**config.mk**
```make
export PLATFORM = sky130hd
export DESIGN_NAME = seq_divider_flat
export DESIGN_NICKNAME = d
export VERILOG_FILES = /design/src/rtl/seq_divider_if.sv /design/src/rtl/seq_divider.sv /design/src/flat_wrapper.sv
export SDC_FILE = /design/constraint.sdc
export NUM_CORES = 1
export LEC_CHECK = 0
export ABC_AREA = 1
export BUFFER_PORTS_ARGS = -buffer_cell sky130_fd_sc_hd__clkbuf_2
export CORE_MARGIN = 3
export CORE_UTILIZATION = 35
export CTS_BUF_LIST = sky130_fd_sc_hd__clkbuf_2
export DETAILED_ROUTE_END_ITERATION = 8
export GPL_TIMING_DRIVEN = 1
export PLACE_DENSITY_LB_ADDON = 0.2
export SETUP_SLACK_MARGIN = 0.1
export SYNTH_ARGS = -nofsm -noshare
export SYNTH_HDL_FRONTEND = slang
export SYNTH_SLANG_ARGS = --single-unit
```
**constraint.sdc**
```tcl
create_clock -name clk -period 4.3 [get_ports clk]
set_clock_uncertainty 0.2 [all_clocks]
set_input_delay 0.215 -clock clk [delete_from_list [all_inputs] [get_ports clk]]
set_output_delay 0.215 -clock clk [all_outputs]
set_load 0.005 [all_outputs]
```
**src/rtl/seq_divider_if.sv**
```systemverilog
// Division handshake bundle between the EX stage (master) and the
// sequential divider (slave). EX drives operands/start/annul; the divider
// answers with ready and {remainder, quotient}.
interface seq_divider_if #(
    parameter int WIDTH = 32
);
    logic                   signed_div_i;
    logic [WIDTH-1:0]       opdata1_i;
    logic [WIDTH-1:0]       opdata2_i;
    logic                   start_i;
    logic                   annul_i;
    logic [2*WIDTH-1:0]     result_o;
    logic                   ready_o;

    modport master (
        output signed_div_i, opdata1_i, opdata2_i, start_i, annul_i,
        input  result_o, ready_o
    );

    modport slave (
        input  signed_div_i, opdata1_i, opdata2_i, start_i, annul_i,
        output result_o, ready_o
    );
endinterface

```
**src/rtl/seq_divider.sv**
```systemverilog
// seq_divider: one-bit-per-cycle restoring divider for DIV / DIVU.
// Result is {remainder, quotient}; ready_o is held while start_i stays high.
// Optional build macro: DIV_EARLY_OUT_EN -- skips the iterations when
// |dividend| < |divisor|, answering through the one-cycle short path.
//
// state   | meaning
// --------+-----------------------------------------------------------
// IDLE    | waiting for start_i; operands latched on acceptance
// ON      | one restoring step per cycle, WIDTH steps total
// DIVZERO | one-cycle short path (zero divisor, or early-out)
// END     | ready_o high, result_o valid; leave when start_i drops
module seq_divider #(
    parameter int WIDTH = 32
) (
    input  logic          clk,
    input  logic          rst,
    seq_divider_if.slave  dif
);
    localparam int CW = (WIDTH > 1) ? $clog2(WIDTH) : 1;
    localparam logic [CW-1:0] LAST_STEP = CW'(WIDTH - 1);

    typedef enum logic [1:0] {
        S_IDLE    = 2'd0,
        S_ON      = 2'd1,
        S_DIVZERO = 2'd2,
        S_END     = 2'd3
    } state_t;

    state_t              state_q, state_d;
    logic [CW-1:0]       cnt_q, cnt_d;
    logic [WIDTH-1:0]    rem_q, rem_d;
    logic [WIDTH-1:0]    quo_q, quo_d;
    logic [WIDTH-1:0]    divisor_q, divisor_d;
    logic                neg_quo_q, neg_quo_d;
    logic                neg_rem_q, neg_rem_d;
    logic                early_q, early_d;
    logic [2*WIDTH-1:0]  result_q, result_d;

    logic                sign1, sign2;
    logic [WIDTH-1:0]    abs1, abs2;
    logic                early_hit;
    logic [WIDTH:0]      trial;
    logic [WIDTH-1:0]    step_rem, step_quo;

    // Signed fix-up: quotient negated on sign mismatch, remainder follows the dividend.
    function automatic logic [2*WIDTH-1:0] fix_sign(
        input logic [WIDTH-1:0] rem,
        input logic [WIDTH-1:0] quo,
        input logic             neg_quo,
        input logic             neg_rem
    );
        logic [WIDTH-1:0] r, q;
        r = neg_rem ? (~rem + 1'b1) : rem;
        q = neg_quo ? (~quo + 1'b1) : quo;
        return {r, q};
    endfunction

    // Magnitudes of the incoming operands; unsigned operands pass unchanged.
    always_comb begin
        sign1 = dif.signed_div_i & dif.opdata1_i[WIDTH-1];
        sign2 = dif.signed_div_i & dif.opdata2_i[WIDTH-1];
        abs1  = sign1 ? (~dif.opdata1_i + 1'b1) : dif.opdata1_i;
        abs2  = sign2 ? (~dif.opdata2_i + 1'b1) : dif.opdata2_i;
`ifdef DIV_EARLY_OUT_EN
        early_hit = (abs1 < abs2);
`else
        early_hit = 1'b0;
`endif
    end

    // One restoring step: the next dividend bit enters the partial remainder
    // from the top of the quotient register, which doubles as the dividend shifter.
    always_comb begin
        trial    = {rem_q, quo_q[WIDTH-1]} - {1'b0, divisor_q};
        step_rem = trial[WIDTH] ? {rem_q[WIDTH-2:0], quo_q[WIDTH-1]} : trial[WIDTH-1:0];
        step_quo = {quo_q[WIDTH-2:0], ~trial[WIDTH]};
    end

    // Next-state and datapath update.
    always_comb begin
        state_d   = state_q;
        cnt_d     = cnt_q;
        rem_d     = rem_q;
        quo_d     = quo_q;
        divisor_d = divisor_q;
        neg_quo_d = neg_quo_q;
        neg_rem_d = neg_rem_q;
        early_d   = early_q;
        result_d  = result_q;

        case (state_q)
            S_IDLE: begin
                result_d = '0;
                if (dif.start_i && !dif.annul_i) begin
                    cnt_d     = '0;
                    rem_d     = '0;
                    quo_d     = abs1;
                    divisor_d = abs2;
                    neg_quo_d = sign1 ^ sign2;
                    neg_rem_d = sign1;
                    if (dif.opdata2_i == '0) begin
                        early_d = 1'b0;
                        state_d = S_DIVZERO;
                    end else if (early_hit) begin
                        early_d = 1'b1;
                        state_d = S_DIVZERO;
                    end else begin
                        early_d = 1'b0;
                        state_d = S_ON;
                    end
                end
            end
            S_ON: begin
                if (dif.annul_i) begin
                    state_d  = S_IDLE;
                    cnt_d    = '0;
                    result_d = '0;
                end else begin
                    rem_d = step_rem;
                    quo_d = step_quo;
                    cnt_d = cnt_q + CW'(1);
                    if (cnt_q == LAST_STEP) begin
                        cnt_d    = '0;
                        state_d  = S_END;
                        result_d = fix_sign(step_rem, step_quo, neg_quo_q, neg_rem_q);
                    end
                end
            end
            S_DIVZERO: begin
                if (dif.annul_i) begin
                    state_d  = S_IDLE;
                    result_d = '0;
                end else begin
                    state_d  = S_END;
                    // Early-out: quotient 0, remainder is the dividend with its sign restored.
                    result_d = early_q ? fix_sign(quo_q, '0, 1'b0, neg_rem_q) : '0;
                end
            end
            S_END: begin
                if (dif.annul_i || !dif.start_i) begin
                    state_d  = S_IDLE;
                    result_d = '0;
                end
            end
            default: begin
                state_d  = S_IDLE;
                result_d = '0;
            end
        endcase
    end

    // State and datapath registers with synchronous reset.
    always_ff @(posedge clk) begin
        if (rst) begin
            state_q   <= S_IDLE;
            cnt_q     <= '0;
            rem_q     <= '0;
            quo_q     <= '0;
            divisor_q <= '0;
            neg_quo_q <= 1'b0;
            neg_rem_q <= 1'b0;
            early_q   <= 1'b0;
            result_q  <= '0;
        end else begin
            state_q   <= state_d;
            cnt_q     <= cnt_d;
            rem_q     <= rem_d;
            quo_q     <= quo_d;
            divisor_q <= divisor_d;
            neg_quo_q <= neg_quo_d;
            neg_rem_q <= neg_rem_d;
            early_q   <= early_d;
            result_q  <= result_d;
        end
    end

    // Result is only visible while in END; zero otherwise.
    always_comb begin
        dif.ready_o  = (state_q == S_END);
        dif.result_o = (state_q == S_END) ? result_q : '0;
    end
endmodule

```
**src/flat_wrapper.sv**
```systemverilog
// flat-port wrapper written by rule: the top's interface ports become plain ports
module seq_divider_flat 
#(
    parameter int WIDTH = 32
)
  (clk, rst, dif_signed_div_i, dif_opdata1_i, dif_opdata2_i, dif_start_i, dif_annul_i, dif_result_o, dif_ready_o);
  seq_divider_if #(.WIDTH(WIDTH)) dif_i ();
  input  logic clk;
  input  logic rst;
  input wire logic [$bits(dif_i.signed_div_i)-1:0] dif_signed_div_i;
  input wire logic [$bits(dif_i.opdata1_i)-1:0] dif_opdata1_i;
  input wire logic [$bits(dif_i.opdata2_i)-1:0] dif_opdata2_i;
  input wire logic [$bits(dif_i.start_i)-1:0] dif_start_i;
  input wire logic [$bits(dif_i.annul_i)-1:0] dif_annul_i;
  output wire logic [$bits(dif_i.result_o)-1:0] dif_result_o;
  output wire logic [$bits(dif_i.ready_o)-1:0] dif_ready_o;
  assign dif_i.signed_div_i = dif_signed_div_i;
  assign dif_i.opdata1_i = dif_opdata1_i;
  assign dif_i.opdata2_i = dif_opdata2_i;
  assign dif_i.start_i = dif_start_i;
  assign dif_i.annul_i = dif_annul_i;
  assign dif_result_o = dif_i.result_o;
  assign dif_ready_o = dif_i.ready_o;
  seq_divider #(.WIDTH(WIDTH)) u_core (.clk(clk), .rst(rst), .dif(dif_i));
endmodule
```
# Word level (Yosys, flattened, before mapping)
# Cells that the tools add are included.
# totals
regBits	169
inputBits	69
elab_cells	70
# op_classes
n_addsub	6
eq_ne	8
n_mux	27
bitwise_logic	8
reduce_logical	13
# op_table
op	n
2-to-1 mux 32 bit	9
2-to-1 mux 64 bit	4
one-hot mux 64 bit (3 select lines)	1
adder 32 x 1 -> 32 bit (second input constant)	4
inverter 32 bit	4
one-hot mux 32 bit (2 select lines)	2
subtractor 33 x 32 -> 33 bit	1
logical NOT 32 bit	1
2-to-1 mux 5 bit	3
2-to-1 mux 2 bit	6
one-hot mux 5 bit (2 select lines)	1
one-hot mux 2 bit (4 select lines)	1
AND reduction 2 bit	3
AND reduction 3 bit	2
adder 5 x 1 -> 5 bit (second input constant)	1
equality test 5 bit (second input constant)	1
equality test 2 bit (second input constant)	2
inequality test 2 x 1 -> 1 bit (second input constant)	2
inequality test 3 x 2 -> 1 bit (second input constant)	1
bitwise AND 1 bit	2
equality test 2 x 1 -> 1 bit (second input constant)	1
logical NOT 1 bit	2
logical NOT 2 bit	1
inequality test 2 bit (second input constant)	1
6 further kinds	6

# Logic depth before layout (Yosys ltp)
# Gate-level depths: netlist (run 1).
# logic_depth
ltp_word	8
ltp_mapped	30
mapped_depth_nobuf	29

# Worst setup path before layout (run 1)
# Ideal clock, no wire load.
# synth_path
path_kind	reg2reg
startpoint	register u_core.quo_q[31]
endpoint	register u_core.result_q[28]
setup_time_ns	0.132
t_arrival_ns	3.763
required_time_ns	3.968
path_slack_ns	0.205
path_stages_with_launch	30
n_path_buf	1
synth_period_minus_slack_ns	4.095
cell_sequence	dfxtp_1 > inv_1 > ha_1 > inv_1 > fa_1 > nand2_1 > nand2_1 > nand3_2 > nand2_4 > nand2_4 > nand2_4 > nand2_4 > nand3_2 > nand2_4 > buf_6 > ha_1 > inv_1 > nor3_1 > inv_1 > nor3_1 > nand3_1 > nor3_1 > nand4_1 > nand2_1 > nand2_1 > or2_2 > a21oi_1 > a21oi_1 > o21ai_0 > a21oi_1
# synth_via
elab_chain_len	8
# synth_lines
element	line_no	text
from (decl)	seq_divider.sv:32	logic [WIDTH-1:0] quo_q, quo_d;
from (signal assigned)	seq_divider.sv:168	quo_q <= quo_d;
subtractor 33 x 32 -> 33 bit	seq_divider.sv:74	trial = {rem_q, quo_q[WIDTH-1]} - {1'b0, divisor_q};
inverter 1 bit	seq_divider.sv:76	step_quo = {quo_q[WIDTH-2:0], ~trial[WIDTH]};
inverter 32 bit	seq_divider.sv:54	q = neg_quo ? (~quo + 1'b1) : quo;
adder 32 x 1 -> 32 bit	seq_divider.sv:54	
2-to-1 mux 32 bit	seq_divider.sv:54	
2-to-1 mux 64 bit	seq_divider.sv:122	if (cnt_q == LAST_STEP) begin
2-to-1 mux 64 bit	seq_divider.sv:114	if (dif.annul_i) begin
one-hot mux 64 bit (3 select lines)	seq_divider.sv:91	case (state_q)
to (signal assigned)	seq_divider.sv:173	result_q <= result_d;
to (decl)	seq_divider.sv:37	logic [2*WIDTH-1:0] result_q, result_d;
# Every way passes these cells. The select of a mux whose other input is x is not followed.
# A chain may end at the register's enable or synchronous reset.

# Worst setup path after layout (run 1)
# layout_path
startpoint	register u_core.quo_q[31]
endpoint	register u_core.result_q[24]
# Same word-level chain as after synthesis.

==> impl_metrics.py, run 1 <==
metrics = {
    "route": {
        "routed_wirelength_um": 47810,
        "firstDrtPassIters": 6,
        "avgViaCountPerCell": 4.960,
        "drc": 0,
        "wire_per_inst_um": 15.40,
        "ant_nets": 0,
        "first_iter_violations": 966,
        "vias": 15395,
    },
    "final_layout": {
        "layout-drive-gt1-share": 0.1459,
        "area_growth_pct": 29.77,
        "finish.net_count": 2695,
        "design_area_sq_um": 17270,
    },
    "clock_network": {
        "clk_latency_ns": 0.90,
        "cts_tree": "done",
        "cts_max_level": 4,
        "cts_buffers": 17,
        "clk_pin_slew_ns": 0.27,
        "cts-root-buf": "clkbuf_2",
        "clock-sinks": 169,
        "clk_path_buf_depth": 2,
    },
    "hold_path": {
        "whs_path_depth": 7,
        "hp-start": "dif_annul_i",
        "min_path_type": "in -> reg",
        "hold-path-endpoint": "u_core.state_q[0]",
    },
    "critical_path": {
        "critPathArrivalTime_ns": 4.64,
        "cpPeakStageDelay_ns": 0.39,
        "worst_path_most_repeated_cell": "nand2_4",
        "cp_slowest_cell": "fa_2",
        "rr_endpoint": "u_core.result_q[24]",
        "ff2ff_setup_slack_ns": 0.25,
        "required_ns": 4.89,
        "cp-start-kind": "flop",
        "worstPathMaxFanout": 4,
        "critPathKind": "reg -> reg",
        "r2r_cells": 29,
        "end_kind": "flop",
        "regToRegStartpoint": "u_core.quo_q[31]",
    },
    "pwr": {
        "p_leak_nw": 8.726,
        "p_int_mw": 4.020,
        "seqPwrFrac": 0.257,
        "clockPowerShare": 0.133,
        "p_switching_mw": 3.995,
        "ir_drop_mv": 0.3905,
        "power_density_nw_per_um2": 464.0,
        "p_comb_frac": 0.611,
        "sw_frac_of_total": 0.4985,
    },
    "place": {
        "dpl.hpwl_um": 34600,
        "io_buffers": 133,
        "postPlaceCellArea_sq_um": 14610,
        "gp_congestion": 0.9002,
    },
    "flow_run": {
        "cap_violations": 0,
    },
    "global_routing": {
        "grt_start_max_net_pins": 87,
        "grt_pass1_wl_um": 77110,
        "met3_usage": 0.03243,
        "grtUsageTotal": 0.2332,
        "grt_overflow": 0,
        "grt.met2_usage": 0.3991,
        "grt.busiest_layer": "met2",
        "antenna_found_initial": 3,
        "grt_pass1_vias": 14921,
        "grtUsageMet1": 0.3015,
    },
    "logic_synthesis": {
        "synth_most_common_cell": "nand2_1",
        "netlist_instances": 2254,
        "synth_cell_types": 52,
        "yosysTopAreaCellShare": 0.2542,
        "synth-main-ff-cell": "dfxtp_1",
        "synth_edf_count": 0,
        "syn-num-nets": 2365,
        "yosysSeqAreaShare": 0.2542,
        "synth_largest_area_cell": "dfxtp_1",
        "async_reset_ff_frac": 0,
        "yosysWarnings": 0,
        "ys_seq_elements": 169,
        "synthTopCellsByArea": "dfxtp_1, nand2_1, inv_1",
        "syn_area_per_cell_sq_um": 5.905,
        "syn_area_sq_um": 13310,
        "ys_top_cells_by_count": "nand2_1, inv_1, a21oi_1, nor2_1, dfxtp_1",
    },
    "floorplanning": {
        "fp-row-count": 70,
        "ios": 134,
        "die_h_um": 201,
        "core_area_sq_um": 37050,
        "start_util": 0.3592,
        "die_area_sq_um": 40400,
        "die_w_um": 201,
    },
    "timing": {
        "hold_violations": 0,
        "fmax_mhz": 246.8,
        "rsz0062_at_grt": "yes",
        "slew_headroom": 0.3466,
        "worst_pin_slew_ns": 0.9801,
        "final.min_clock_period_ns": 4.052,
        "setup_viol": 0,
        "maxSlewViolCount": 0,
        "fin_tns_setup_ns": 0,
        "fin_crit_sh": 0.9424,
    },
    "outcome": {
        "status": "complete, no violations",
    },
}
layer usage:
| metal | routed length [um] | vias up |
|---|---|---|
| met5 | 0 | - |
| met2 | 22480 | 390 |
| li1 | - | 7820 |
| met1 | 21770 | 7109 |
| met4 | 1484 | 0 |
| met3 | 2069 | 76 |
power by group through the flow:
stage                     clock [mW]  combinational, mW  sequential (mW)
final                           1.06               4.89             2.06
after global placement             0               4.25             2.06
after global routing            1.15               5.47             2.10
after detailed placement           0               4.28             2.06
after floorplan                    0               3.14             1.99
after CTS                       1.10               4.70             2.04
worst max path at each step:
stage | endpoint | slack, ns | cells past startpoint | start
final | u_core.result_q[24] | 0.25 | 29 | u_core.quo_q[31]
after global routing | u_core.result_q[24] | -0.02 | 28 | u_core.divisor_q[0]
after CTS | u_core.result_q[28] | 0.11 | 28 | u_core.divisor_q[0]
after detailed placement | u_core.result_q[28] | 0.08 | 29 | u_core.quo_q[31]
after global placement | u_core.result_q[28] | 0.12 | 29 | u_core.quo_q[31]
after floorplan | u_core.result_q[28] | 0.21 | 29 | u_core.quo_q[31]
through the flow:
stage / cells / hold slack, ns / util / setup slack [ns] / total power, mW
after detailed placement: 2853 / 0.2553 / 0.3944 / 0.08468 / 6.344
after CTS: 3094 / 0.09779 / 0.4591 / 0.1078 / 7.841
final: 3104 / 0.2092 / 0.4662 / 0.2476 / 8.015
after global routing: 3104 / 0.1703 / 0.4662 / -0.01548 / 8.720
after floorplan: 2254 / 0.1731 / - / 0.2050 / 5.134
after global placement: 2853 / 0.2544 / 0.3944 / 0.1207 / 6.306
final cells by class:
cell class / count / area, sq um
flip-flops and latches: 169 / 3405
multi-input cells: 1656 / 8437
repair buffers: 398 / 3209
diodes: 3 / 7.507
inverters: 342 / 1284
clock inverters: 14 / 209.0
clock buffers: 18 / 90.09
fillers: 3907 / 19780
well taps: 504 / 630.6
cells by family after synthesis:
kind of cell	Yosys count	synth area share
simple gates	1138	0.3698
flops	169	0.2542
buf+inv	429	0.1266
compound gates	426	0.1764
xor+xnor	50	0.03290
fa+ha+maj	42	0.04005
sequential cells by signal, indices dropped and copies added, names as in the netlist:
register / flops
u_core.result_q: 64
u_core.rem_q: 32
u_core.neg_quo_q: 1
u_core.neg_rem_q: 1
u_core.quo_q: 32
u_core.cnt_q: 5
u_core.divisor_q: 32
u_core.state_q: 2
what timing repair did:
action	in CTS	in global routing
endpoints found under the setup margin	2	18
gates resized for setup	2	51
setup buffers	0	7
endpoints found under the hold margin	156	0
hold buffers	209	0
pin swaps	0	18
worst max-delay path: cells and delay by family (launching register included):
family	cells	cell delay (ns)
buf+inv	6	0.52
flops	1	0.37
fa+ha+maj	3	0.65
simple gates	17	1.95
compound gates	3	0.31
cell usage in the layout (no fill, tap or decap), drive strengths merged, types with 2 or more instances in the layout:
master,count
o221ai,6
a21oi,240
o31ai,5
xnor2,20
inv,346
nor3,32
dlygate4sd3,209
or2,11
nand4,20
diode,3
buf,57
nor2,187
clkbuf,150
nand3b,5
o21a,3
a211oi,2
nor4,5
and2,2
o21ai,126
bufinv,3
clkinv,6
a21boi,2
o211ai,31
o21bai,6
nand3,127
nand2,746
xor2,30
dfxtp,169
ha,41
(Power assumes the default switching activity.)
==> run 2: changes to the inputs <==
--- a/config.mk
+++ b/config.mk
@@ -13,6 +13,7 @@
 export DETAILED_ROUTE_END_ITERATION = 8
 export GPL_TIMING_DRIVEN = 1
 export PLACE_DENSITY_LB_ADDON = 0.2
+export REMOVE_ABC_BUFFERS = 1
 export SETUP_SLACK_MARGIN = 0.1
 export SYNTH_ARGS = -nofsm -noshare
 export SYNTH_HDL_FRONTEND = slang
==> run 2 against run 1 <==
Net effect: clock power fell by 5%; register-to-register slack about the same; via count fell by 2.9%; final area is 3.8% lower; combinational power shrank 4.5%; sequential cell count unchanged; power is 3.4% lower; final cell count shrank 2.2%; critical path depth unchanged; worst setup slack got worse by 0.0018 ns; global-route usage down 0.98 points; largest power group unchanged; highest routed layer unchanged.
==> impl_metrics.py, run 2 (synthesized netlist as in run 1, its figures left out) <==
metrics = {
    "clock_network": {
        "cts_buffers": 17,
        "clk_path_buf_depth": 2,
        "clk_pin_slew_ns": 0.30,
        "clk_latency_ns": 0.88,
        "clock-sinks": 169,
        "cts_max_level": 4,
        "cts-root-buf": "clkbuf_2",
        "cts_tree": "done",
    },
    "timing": {
        "slew_headroom": 0.4194,
        "fin_crit_sh": 0.9428,
        "maxSlewViolCount": 0,
        "setup_ws_ns": 0.2458,
        "setup_viol": 0,
        "rsz0062_at_grt": "yes",
        "hold_violations": 0,
        "worst_pin_slew_ns": 0.8655,
        "fmax_mhz": 246.7,
        "final.min_clock_period_ns": 4.054,
    },
    "final_layout": {
        "mostFrequentLayoutCells": "nand2_1, inv_1, a21oi_1",
        "area_growth_pct": 24.89,
        "fillers": 3947,
        "register_area_sq_um": 3401,
        "design_area_sq_um": 16620,
        "layout-drive-gt1-share": 0.1411,
        "largest_reg_flops": 64,
        "post-route-util": 0.4487,
        "mostFrequentLayoutCell": "nand2_1",
        "finish.net_count": 2628,
        "multi_input_area_sq_um": 8433,
        "largest-register": "u_core.result_q",
    },
    "critical_path": {
        "cpPeakStageDelay_ns": 0.39,
        "path_buf_inv": 5,
        "required_ns": 4.89,
        "cp_slowest_cell": "dfxtp_2",
        "crit_family": "simple AND/OR/NAND/NOR gates",
        "worst_path_most_repeated_cell": "nand2_4",
        "critPathKind": "reg -> reg",
        "worstPathMaxFanout": 4,
        "end_kind": "flop",
        "ff2ff_setup_slack_ns": 0.25,
        "cp-start-kind": "flop",
        "critPathArrivalTime_ns": 4.64,
    },
    "flow_run": {
        "cap_violations": 0,
    },
    "floorplanning": {
        "die_h_um": 201,
        "ios": 134,
        "die_w_um": 201,
        "fp-row-count": 70,
        "core_area_sq_um": 37050,
        "start_util": 0.3592,
        "die_area_sq_um": 40400,
    },
    "global_routing": {
        "grt_start_max_net_pins": 66,
        "grt.met2_usage": 0.3872,
        "antenna_found_initial": 2,
        "grt_overflow": 0,
        "grtUsageMet1": 0.2834,
        "grt_pass1_vias": 14374,
        "grt.busiest_layer": "met2",
        "grtUsageTotal": 0.2235,
        "met3_usage": 0.03908,
        "grt_pass1_wl_um": 74150,
    },
    "hold_path": {
        "min_path_type": "in -> reg",
    },
    "route": {
        "routed_wirelength_um": 45480,
        "vias": 14953,
        "ant_nets": 0,
        "wire_per_inst_um": 14.98,
        "first_iter_violations": 930,
        "firstDrtPassIters": 7,
        "avgViaCountPerCell": 4.924,
        "drc": 0,
    },
    "place": {
        "postPlaceCellArea_sq_um": 14490,
        "gp_congestion": 0.9195,
        "dpl.hpwl_um": 33820,
        "io_buffers": 133,
        "pre_cts_slack_ns": 0.04838,
    },
    "pwr": {
        "power.total_mw": 7.745,
        "p_leak_nw": 8.396,
        "ir_drop_mv": 0.3490,
        "power_density_nw_per_um2": 466.0,
    },
    "outcome": {
        "status": "complete, no violations",
    },
}
==> run 2: per-layer routing <==
layer	up-vias	wire length, um
li1	7691	-
met1	6843	20620
met2	354	21580
met3	65	2036
met4	0	1248
met5	-	0
==> run 2: timing repair <==
| action | CTS | global route |
|---|---|---|
| pin swaps | 0 | 22 |
| buffers inserted | 0 | 6 |
| endpoints found under the setup margin | 4 | 18 |
| endpoints found under the hold margin | 169 | 0 |
| hold buffers | 159 | 0 |
| gates resized for setup | 2 | 55 |
==> run 2: per-stage QoR <==
stage | hold WS [ns] | setup TNS, ns | std cells
after floorplan | 0.08407 | -63.07 | 2167
after global placement | 0.2543 | 0 | 2837
after detailed placement | 0.2558 | 0 | 2837
after CTS | 0.003898 | 0 | 3028
after global routing | 0.009242 | -0.1329 | 3037
final | 0.07430 | 0 | 3037
==> run 2: final timing paths <==
kind,from,to,cells after the start
setup / recovery,u_core.quo_q[31],u_core.result_q[28],29
hold / removal,rst,u_core.result_q[12],3
setup reg to reg,u_core.quo_q[31],u_core.result_q[28],29
hold reg to reg,u_core.result_q[62],u_core.result_q[62],2
==> run 2: tightest hold or removal path, stage by stage <==
cell	delay, ns
dlygate4sd3_1	0.52
buf_4	0.33
a21oi_1	0.07
==> run 2: cell type report <==
cell class	count	share of cell area
Tap cell	504	0.03794
Timing Repair Buffer	331	0.1553
Sequential cell	169	0.2046
Multi-Input combinational cell	1656	0.5073
Inverter	342	0.07753
Antenna cell	3	0.0004516
Clock inverter	14	0.01144
Clock buffer	18	0.005420
==> run 2: report_power, final <==
group,switching [mW],internal (mW)
Sequential,0.246,1.81
Clock,0.669,0.346
Combinational,3.03,1.65
